## src/rtl/seg_scan.sv

```systemverilog
// seg_scan: time-multiplexed scanner for a common-cathode multi-digit
// seven-segment display. Presents one nibble per slot on hex together with an
// active-low one-hot digit enable, inserting DEAD blank cycles at slot start.
// New values are staged in a shadow register and committed only at frame
// boundaries so a displayed number never tears.
// Optional feature: define SEG_SCAN_LZB_EN for leading-zero blanking.
module seg_scan #(
  parameter int unsigned DIGITS   = 4,
  parameter int unsigned PRESCALE = 50000,
  parameter int unsigned DEAD     = 16
) (
  input  logic                  clk,
  input  logic                  rst_n,
  input  logic                  load,
  input  logic [4*DIGITS-1:0]   data_in,
  output logic [3:0]            hex,
  output logic [DIGITS-1:0]     dig_n,
  output logic                  frame
);

  localparam int unsigned CW = (PRESCALE > 1) ? $clog2(PRESCALE) : 1;
  localparam int unsigned IW = (DIGITS > 1) ? $clog2(DIGITS) : 1;
  localparam int unsigned DW = 4 * DIGITS;

  logic [CW-1:0]     r_cnt;
  logic [IW-1:0]     r_idx;
  logic [DW-1:0]     r_pending;
  logic [DW-1:0]     r_display;
  logic [3:0]        r_hex;
  logic [DIGITS-1:0] r_dig_n;
  logic              r_bnd;
  logic              r_frame;

  logic              w_slot_end;
  logic              w_frame_end;
  logic              w_dead;
  logic              w_blank;
  logic [3:0]        w_hex;
  logic [DIGITS-1:0] w_onehot_n;

  assign w_slot_end  = (r_cnt == CW'(PRESCALE - 1));
  assign w_frame_end = w_slot_end && (r_idx == IW'(DIGITS - 1));

  // Dead-time window at the start of every slot (none when DEAD is zero)
  generate
    if (DEAD == 0) begin : g_no_dead
      assign w_dead = 1'b0;
    end else begin : g_dead
      assign w_dead = (r_cnt < CW'(DEAD));
    end
  endgenerate

  // Nibble select and active-low one-hot enable for the current digit
  always_comb begin
    w_hex      = 4'h0;
    w_onehot_n = '1;
    for (int i = 0; i < int'(DIGITS); i++) begin
      if (r_idx == IW'(i)) begin
        w_hex         = r_display[4*i +: 4];
        w_onehot_n[i] = 1'b0;
      end
    end
  end

`ifdef SEG_SCAN_LZB_EN
  // Blank a digit when it and every more significant nibble are zero; digit 0 stays lit
  always_comb begin
    logic v_run;
    v_run   = 1'b1;
    w_blank = 1'b0;
    for (int i = int'(DIGITS) - 1; i >= 1; i--) begin
      v_run = v_run && (r_display[4*i +: 4] == 4'h0);
      if (r_idx == IW'(i)) begin
        w_blank = v_run;
      end
    end
  end
`else
  assign w_blank = 1'b0;
`endif

  // Slot cycle counter and digit index
  always_ff @(posedge clk or negedge rst_n) begin
    if (!rst_n) begin
      r_cnt <= '0;
      r_idx <= '0;
    end else if (w_slot_end) begin
      r_cnt <= '0;
      r_idx <= w_frame_end ? '0 : r_idx + IW'(1);
    end else begin
      r_cnt <= r_cnt + CW'(1);
    end
  end

  // Shadow capture on load; commit to display at the frame boundary (a coincident load wins)
  always_ff @(posedge clk or negedge rst_n) begin
    if (!rst_n) begin
      r_pending <= '0;
      r_display <= '0;
    end else begin
      if (load) begin
        r_pending <= data_in;
      end
      if (w_frame_end) begin
        r_display <= load ? data_in : r_pending;
      end
    end
  end

  // Registered outputs, one cycle behind the scan state; frame aligns with new digit 0 on hex
  always_ff @(posedge clk or negedge rst_n) begin
    if (!rst_n) begin
      r_hex   <= 4'h0;
      r_dig_n <= '1;
      r_bnd   <= 1'b0;
      r_frame <= 1'b0;
    end else begin
      r_hex   <= w_hex;
      r_dig_n <= (w_dead || w_blank) ? '1 : w_onehot_n;
      r_bnd   <= w_frame_end;
      r_frame <= r_bnd;
    end
  end

  assign hex   = r_hex;
  assign dig_n = r_dig_n;
  assign frame = r_frame;

endmodule

```

## config.mk

```make
export PLATFORM = sky130hd
export DESIGN_NAME = seg_scan
export DESIGN_NICKNAME = d
export VERILOG_FILES = /design/src/rtl/seg_scan.sv
export SDC_FILE = /design/constraint.sdc
export NUM_CORES = 1
export LEC_CHECK = 0
export CAP_MARGIN = 0
export CORE_ASPECT_RATIO = 1.25
export CORE_UTILIZATION = 62
export CTS_BUF_LIST = sky130_fd_sc_hd__clkbuf_4
export DETAILED_ROUTE_END_ITERATION = 10
export PLACE_DENSITY = 0.85
export SYNTH_ARGS = -nofsm -noshare
export SYNTH_HDL_FRONTEND = slang
export SYNTH_SLANG_ARGS = --single-unit
```

## constraint.sdc

```tcl
create_clock -name clk -period 3.5 [get_ports clk]
set_input_delay 0.525 -clock clk [delete_from_list [all_inputs] [get_ports clk]]
set_output_delay 0.525 -clock clk [all_outputs]
set_load 0.02 [all_outputs]
```

Word level (Yosys, flattened, before mapping). Cells that the tools add are included.

Word-level logic and storage cells: 29. Register bits after elaboration: 60. Input bits: 19. Output and inout bits: 9.

$lt $le $gt $ge: 1. Add/subtract/negate cells: 2. Mux-type cells: 12. Reductions and logical operators: 2. Eq/ne operators: 4.

Operators with widths (count): 2-to-1 mux 16 bit (2); 2-to-1 mux 4 bit (5); adder 16 x 1 -> 16 bit (second input constant) (1); == test 16 bit (second input constant) (1); less-than comparator 16 x 5 -> 1 bit (second input constant) (1); == test 2 bit (second input constant) (2); 2-to-1 mux 1 bit (4); adder 2 x 1 -> 2 bit (second input constant) (1); == test 2 x 1 -> 1 bit (second input constant) (1); logical NOT 2 bit (1); 2-to-1 mux 2 bit (1); logical AND 1 bit (1).

Longest topological paths before layout. Gate-level depths: netlist of the first run.

Word-level depth: 5. Depth in mapped cells: 7. Depth with buffers taken out: 5.

Least setup slack after synthesis of the first run. No wires, ideal clock.

Kind: input-to-reg. Start: input load. End: register r_display[10]. Data required time: 3.375 ns. Buffers on the path: 2. Data arrival time: 1.759 ns. Library setup time: 0.125 ns. Cell stages on the path: 4. Slack: 1.616 ns. Cell sequence: clkbuf_1 -> buf_1 -> mux2_2 -> mux2_4.

Word-level cells in the longest chain between the ends: 1.

RTL lines: start: declaration (RTL line 14) `input logic load,`; 2-to-1 mux 16 bit; end signal: assignment (RTL line 105) `r_display <= load ? data_in : r_pending;`; end: declaration (RTL line 28) `logic [DW-1:0] r_display;`.

Every way passes these cells. A chain may end at the register's enable or synchronous reset.

Final worst setup path of the first run.
Start: register r_cnt[0]. End: register r_display[14].

Word-level cells in the longest chain between the ends: 2.

RTL lines: start: declaration (RTL line 25) `logic [CW-1:0] r_cnt;`; start signal: assignment (RTL line 91) `r_cnt <= r_cnt + CW'(1);`; == test 16 bit (RTL line 41) `assign w_slot_end = (r_cnt == CW'(PRESCALE - 1));`; logical AND 1 bit (RTL line 42) `assign w_frame_end = w_slot_end && (r_idx == IW'(DIGITS - 1));`.

Every way passes these cells.

==> results by group, run 1 <==
Logic synthesis
  – Mapped Cells: around 190
  – Post-Syn Nets: about 210
  – Ys async rst share: 100.0%
  – Yosys cell types: 33
  – Synthesized area per cell: between 10 and 15 µm²
  – Sequential fraction of the synthesis area: 59.08%
  – Post-synth EDFFs: 0
  – Syn Std Cell Area: about 2500 µm²
  – Ys Warns: 0
  – Post-synth top flop: dfrtp_1
  – Yosys reg bits: 60

Layout
  – Layout cells sized above 1: 25.33%
  – Area of the multi-input gates: slightly below 1000 µm²
  – Fill count: 234
  – Antenna cells: 0
  – Final Cell Area: about 3000 µm²
  – Final nets: around 240
  – Reg area: 1506 µm²
  – Layout area overhead: 15.70%

Setup path
  – CP Data Required Time: about 3.8 ns
  – Critical path peak fanout: 17
  – Worst Path Arrival: 2.55 ns
  – Critical Path Source Type: flop
  – CP Class: reg -> reg
  – Critical Path Sink Type: flop

Detailed routing
  – 1st-iter DRT viols: 63
  – Via count: 1570
  – # DRC: 0
  – Vias per std cell: around 5.6
  – Final ANT Viol Nets: 0
  – First-pass DRT Iterations: 4
  – Routed WL per cell: between 15 and 20 µm
  – Total wire length: ~4.6 mm

Outcome
  – Status: finished, final reports clean

Placement
  – RD Place Congestion: approximately 0.77
  – Dpl hpwl: around 3.2 mm
  – IO Port Bufs: 27
  – Placed inst area: 2844 µm²
  – Dpl ws: 1.178 ns

GRT
  – GRT overflow: 0
  – GRT Util Overall: between 20% and 30%
  – Vias in the first global route: around 1700
  – Pin count of the biggest net entering global routing: 35
  – Initial antenna violation count: 0
  – First-pass GRT wire length: 7.665 mm

Clock network
  – Clk Latency, worst-skew pair: approximately 0.40 ns
  – H-Tree Depth: 3
  – Num CTS Buffers: 9
  – CTS tree: built
  – Clock sink total: 60
  – Clock transition at path regs: 0.09 ns
  – CTS Hold Bufs: 0
  – Root buf cell: clkbuf_4
  – Post-CTS Setup Bufs: 0
  – CTS resizes: 0
  – CTS Buffer Depth: 2

Power and ir drop
  – PwrDens: between 400 and 500 nW/µm²
  – Lkg Pwr: 0.001347 µW
  – Peak supply drop: 273.2 µV

Job
  – Maxcap violations: 0

Floorplanning
  – Initial Utilization: 66.28%
  – Die W: just under 60 µm
  – FP Rows: 25
  – Die area: 4375 µm²
  – Die height: approximately 74 µm
  – I/O pins: 28
  – Core area: just under 4000 µm²

STA
  – Post-route setup TNS: 0 ns
  – Clk_skew: 0.01042 ns
  – Worst-Margin Slew: between 0.8 and 0.9 ns
  – Fmax: roughly 440 MHz
  – Final period util: approximately 65%
  – Final Max Tran Viols: 0
  – Relative slew slack: roughly two fifths
  – Endpoints failing setup: 0
  – Setup ws final: approximately 1.2 ns
  – Min Tclk post-route: around 2.3 ns
  – Final Hold Vio Count: 0
  – RSZ-0062 raised after global routing: no

Min path
  – Hold Path Class: in -> async
## cell type report
type                       instances  area share [%]
clock buffer                      12           3.053
inverter                           4          0.5089
timing repair buffer              28           9.245
clock inverter                     4          0.5513
sequential                        60           51.06
tap                               54           2.290
multi-input combinational        117           33.29
## cell usage after synthesis (3+ instances only)
cell       n  area share (%)
a221oi_1   4             1.4
and4_1     4             1.4
dfrtp_1   56              55
dfstp_2    4             4.1
ha_1       5             2.5
inv_1      4            0.59
mux2_2    24              11
mux2_4     9             5.3
nand2_1   13             1.9
nand3_1    7             1.4
nand4_1    3            0.74
nor2_1     9             1.3
nor2b_1    6             1.5
o31ai_1    5             1.5
xor2_1    10             3.4
## cell usage in the layout, fill, tap and decap left out, types with 2 or more instances in the layout
cell type	instances
o21ai_0	2
mux2_4	9
clkdlybuf4s50_1	26
or3_1	2
dfstp_2	4
ha_1	5
mux2_2	24
clkbuf_4	12
o31ai_1	5
xor2_1	10
inv_1	4
and2_1	2
dfrtp_1	56
clkinv_1	3
xnor2_1	2
nand3_1	7
and4_1	4
nor2b_1	6
a221oi_1	4
nand2_1	13
nand4_1	3
nor2_1	9
## worst max-delay path, stage by stage (launching register included)
cell     delay, ns
dfrtp_1       0.40
ha_1          0.27
and4_1        0.20
nand4_2       0.15
or2_1         0.71
mux2_2        0.42
## kinds of logic (layout without fill, tap and decap cells)
group           Yosys count  in the layout  share of synthesized area [%]
flops                    60             60                          59.08
simple gates             54             54                          12.32
mux                      33             33                          15.90
compound gates           13             13                          3.729
xor+xnor                 12             12                          4.122
buf+inv                  10             48                          2.404
fa+ha+maj                 5              5                          2.453
## sequential cells by signal, indices dropped and copies added, names as in the netlist
register	count
r_pending	16
r_idx	2
r_bnd	1
hex	4
r_cnt	16
frame	1
r_display	16
dig_n	4
## per-layer routing
metal  part of all wire [%]  global-route usage, %  wire [µm]
met1                     41                  28.64       1884
met2                     53                  40.70       2421
met3                    4.0                  7.746        181
met4                    2.0                  13.23         90
met5                      0                      0          0
## power breakdown
group,total [µW],internal (µW),switching [µW]
clock,395,162,233
combinational,87.1,50.2,36.8
sequential,733,723,10.7
## path summary, 6_finish.rpt
path                               start            end  depth (start not counted)  slack [ns]
worst max-delay path            r_cnt[0]  r_display[14]                          5        1.23
worst min-delay path               rst_n  r_display[10]                          1        0.11
min in group clk                   r_bnd          frame                          0        0.36
worst max register to register  r_cnt[0]  r_display[14]                          5        1.23
max in group asynchronous          rst_n   r_pending[3]                          2        2.56
worst min register to register     r_bnd          frame                          0        0.36
## through the flow
step / hold WS [ns] / power (µW) / utilization (%) / cells
finish: 0.1062 / 1216 / 76.68 / 279
global route: 0.1480 / 1263 / 76.68 / 279
CTS: 0.1166 / 1221 / 76.68 / 279
detailed placement: 0.3378 / 835.4 / 73.92 / 263
global placement: 0.3329 / 828.7 / 73.92 / 263
floorplan: 0.2294 / 786.5 / - / 187
Power figures use the tool's default switching activity.
==> inputs of run 2 (changes only) <==
- CORE_UTILIZATION: 62 -> 58
- PLACE_DENSITY: 0.85 -> 0.8
- clock period: 3.5 -> 2.25 ns (I/O delays scaled with it)
==> results by group, run 2 (synthesized netlist as in run 1, its figures left out) <==
Clock network
  – CTS Buffer Depth: 2
  – Clock sink total: 60
  – H-Tree Depth: 3
  – Clk Latency, worst-skew pair: roughly 0.40 ns
  – CTS tree: built
  – Root buf cell: clkbuf_4
  – Num CTS Buffers: 9
  – Clock transition at path regs: roughly 0.090 ns
  – Post-CTS Setup Bufs: 0

Layout
  – Top flop regs: r_cnt (16), r_display (16), r_pending (16)
  – Commonest non-fill, non-tap cell in the layout: dfrtp_1
  – Antenna cells: 0
  – Most frequent cells in the layout: dfrtp_1 (56), clkdlybuf4s50_1 (26), mux2_2 (24), nand2_1 (13)
  – Layout cells sized above 1: 27.07%
  – Layout area overhead: 18.50%
  – Final nets: approximately 250

Floorplanning
  – I/O pins: 28
  – Core area: ~4200 µm²
  – FP Rows: 26
  – Die W: between 60 and 70 µm
  – Die height: 76.13 µm
  – Die area: 4667 µm²
  – Initial Utilization: 61.24%

Min path
  – Hold path cells: 0
  – Hold Path Class: reg -> reg
  – Hold path start: r_bnd
  – Worst Hold Endpoint: frame

Detailed routing
  – Via count: approximately 1600
  – Total wire length: 4.664 mm
  – First-pass DRT Iterations: 4
  – Final ANT Viol Nets: 0
  – # DRC: 0
  – Vias per std cell: 5.502
  – 1st-iter DRT viols: 49
  – Routed WL per cell: 16.36 µm

GRT
  – Pin count of the biggest net entering global routing: 34
  – GRT Util Overall: between 20% and 30%
  – First-pass GRT wire length: about 7.5 mm
  – Initial antenna violation count: 0
  – GRT overflow: 0
  – Vias in the first global route: about 1600

Setup path
  – Critical path peak fanout: 17
  – Worst Path Buf+Inv: 0
  – Critical Path Source Type: flop
  – CP Data Required Time: 2.54 ns
  – CP Class: reg -> reg
  – Peak per-stage delay on the critical path: 0.53 ns
  – Cell depth of the worst flop-to-flop path: 5
  – CP cell instances: ha_1, and4_1, nand4_2, or2_2, mux2_4
  – R2r startpoint: r_cnt[0]
  – Top delay family on crit path: simple AND/OR/NAND/NOR gates
  – FF-to-FF setup slack: about 0.22 ns
  – Critical Path Sink Type: flop
  – Worst Path Arrival: about 2.3 ns
  – Crit path max-delay cell type: or2_2
  – Reg2reg end: r_display[5]

STA
  – Endpoints failing setup: 0
  – Final period util: roughly 90%
  – Fmax: between 400 and 500 MHz
  – Relative slew slack: a little under 60%
  – Clk_skew: approximately 0.0092 ns
  – Final Max Tran Viols: 0
  – Min Tclk post-route: just over 2 ns
  – Post-route setup TNS: 0 ns
  – Setup ws final: about 0.22 ns
  – RSZ-0062 raised after global routing: no
  – Final Hold Vio Count: 0
  – Worst-Margin Slew: 0.6260 ns

Job
  – Maxcap violations: 0

Power and ir drop
  – Comb power frac: 7.0%
  – Peak supply drop: about 440 µV
  – Lkg Pwr: approximately 0.0014 µW
  – Sequential power share: 57.3%
  – PwrDens: roughly 660 nW/µm²
  – Clock power frac: a little over a third
  – Power consumption: 1993 µW
  – NetSw: about 450 µW
  – Sw Ratio: between 20 and 25%
  – Internal power: approximately 1500 µW

Placement
  – RD Place Congestion: just under 1
  – Dpl hpwl: around 3.3 mm
  – Dpl ws: 0.06061 ns
  – IO Port Bufs: 27

Outcome
  – Status: finished, final reports clean
[run 2: worst max-delay path by stage]
stage	slack, ns	cells after the start	end	start
5_1_grt	0.11	5	r_display[5]	r_cnt[0]
3_5_place_dp	0.06	5	r_display[14]	r_cnt[0]
3_3_place_gp	0.15	5	r_display[13]	r_cnt[0]
6_report	0.22	5	r_display[5]	r_cnt[0]
4_1_cts	0.06	5	r_display[0]	r_cnt[0]
2_1_floorplan	0.44	7	r_display[10]	r_cnt[0]
[run 2: area by class of cell]
cell class                      count  area [µm²]
Clock buffer                       10       75.07
Inverter                            4       15.01
Tap cell                           56       70.07
Sequential cell                    60        1506
Clock inverter                      6       55.05
Multi-Input combinational cell    117       982.2
Timing Repair Buffer               32       317.8
Fill cell                         299        1142
[run 2: what timing repair did]
item / CTS / global route
hold buffers: 1 / 0
endpoints found under the hold margin: 27 / 0
resized for setup: 0 / 1
endpoints found under the setup margin: 0 / 15
[run 2: power groups by stage]
stage / combinational [µW] / clock (µW) / sequential (µW)
final: 140 / 711 / 1140
after floorplan: 62.3 / 0 / 1160
after global placement: 136 / 0 / 1160
after detailed placement: 141 / 0 / 1160
after CTS: 143 / 734 / 1140
after global routing: 155 / 772 / 1150
[run 2: stage by stage]
stage / hold WS, ns / cells / utilization [%] / cell area [µm²]
finish: 0.3583 / 285 / 72.57 / 3022
global route: 0.3757 / 285 / 72.57 / 3022
CTS: 0.3635 / 285 / 72.57 / 3022
detailed placement: 0.3411 / 268 / 69.20 / 2882
global placement: 0.3347 / 268 / 69.20 / 2882
floorplan: 0.04191 / 187 / - / 2550
[run 2: layer usage]
metal | track usage [%] | routed length [µm]
met1 | 24.94 | 1886
met2 | 37.50 | 2470
met3 | 6.621 | 174
met4 | 12.27 | 133
met5 | 0 | 0
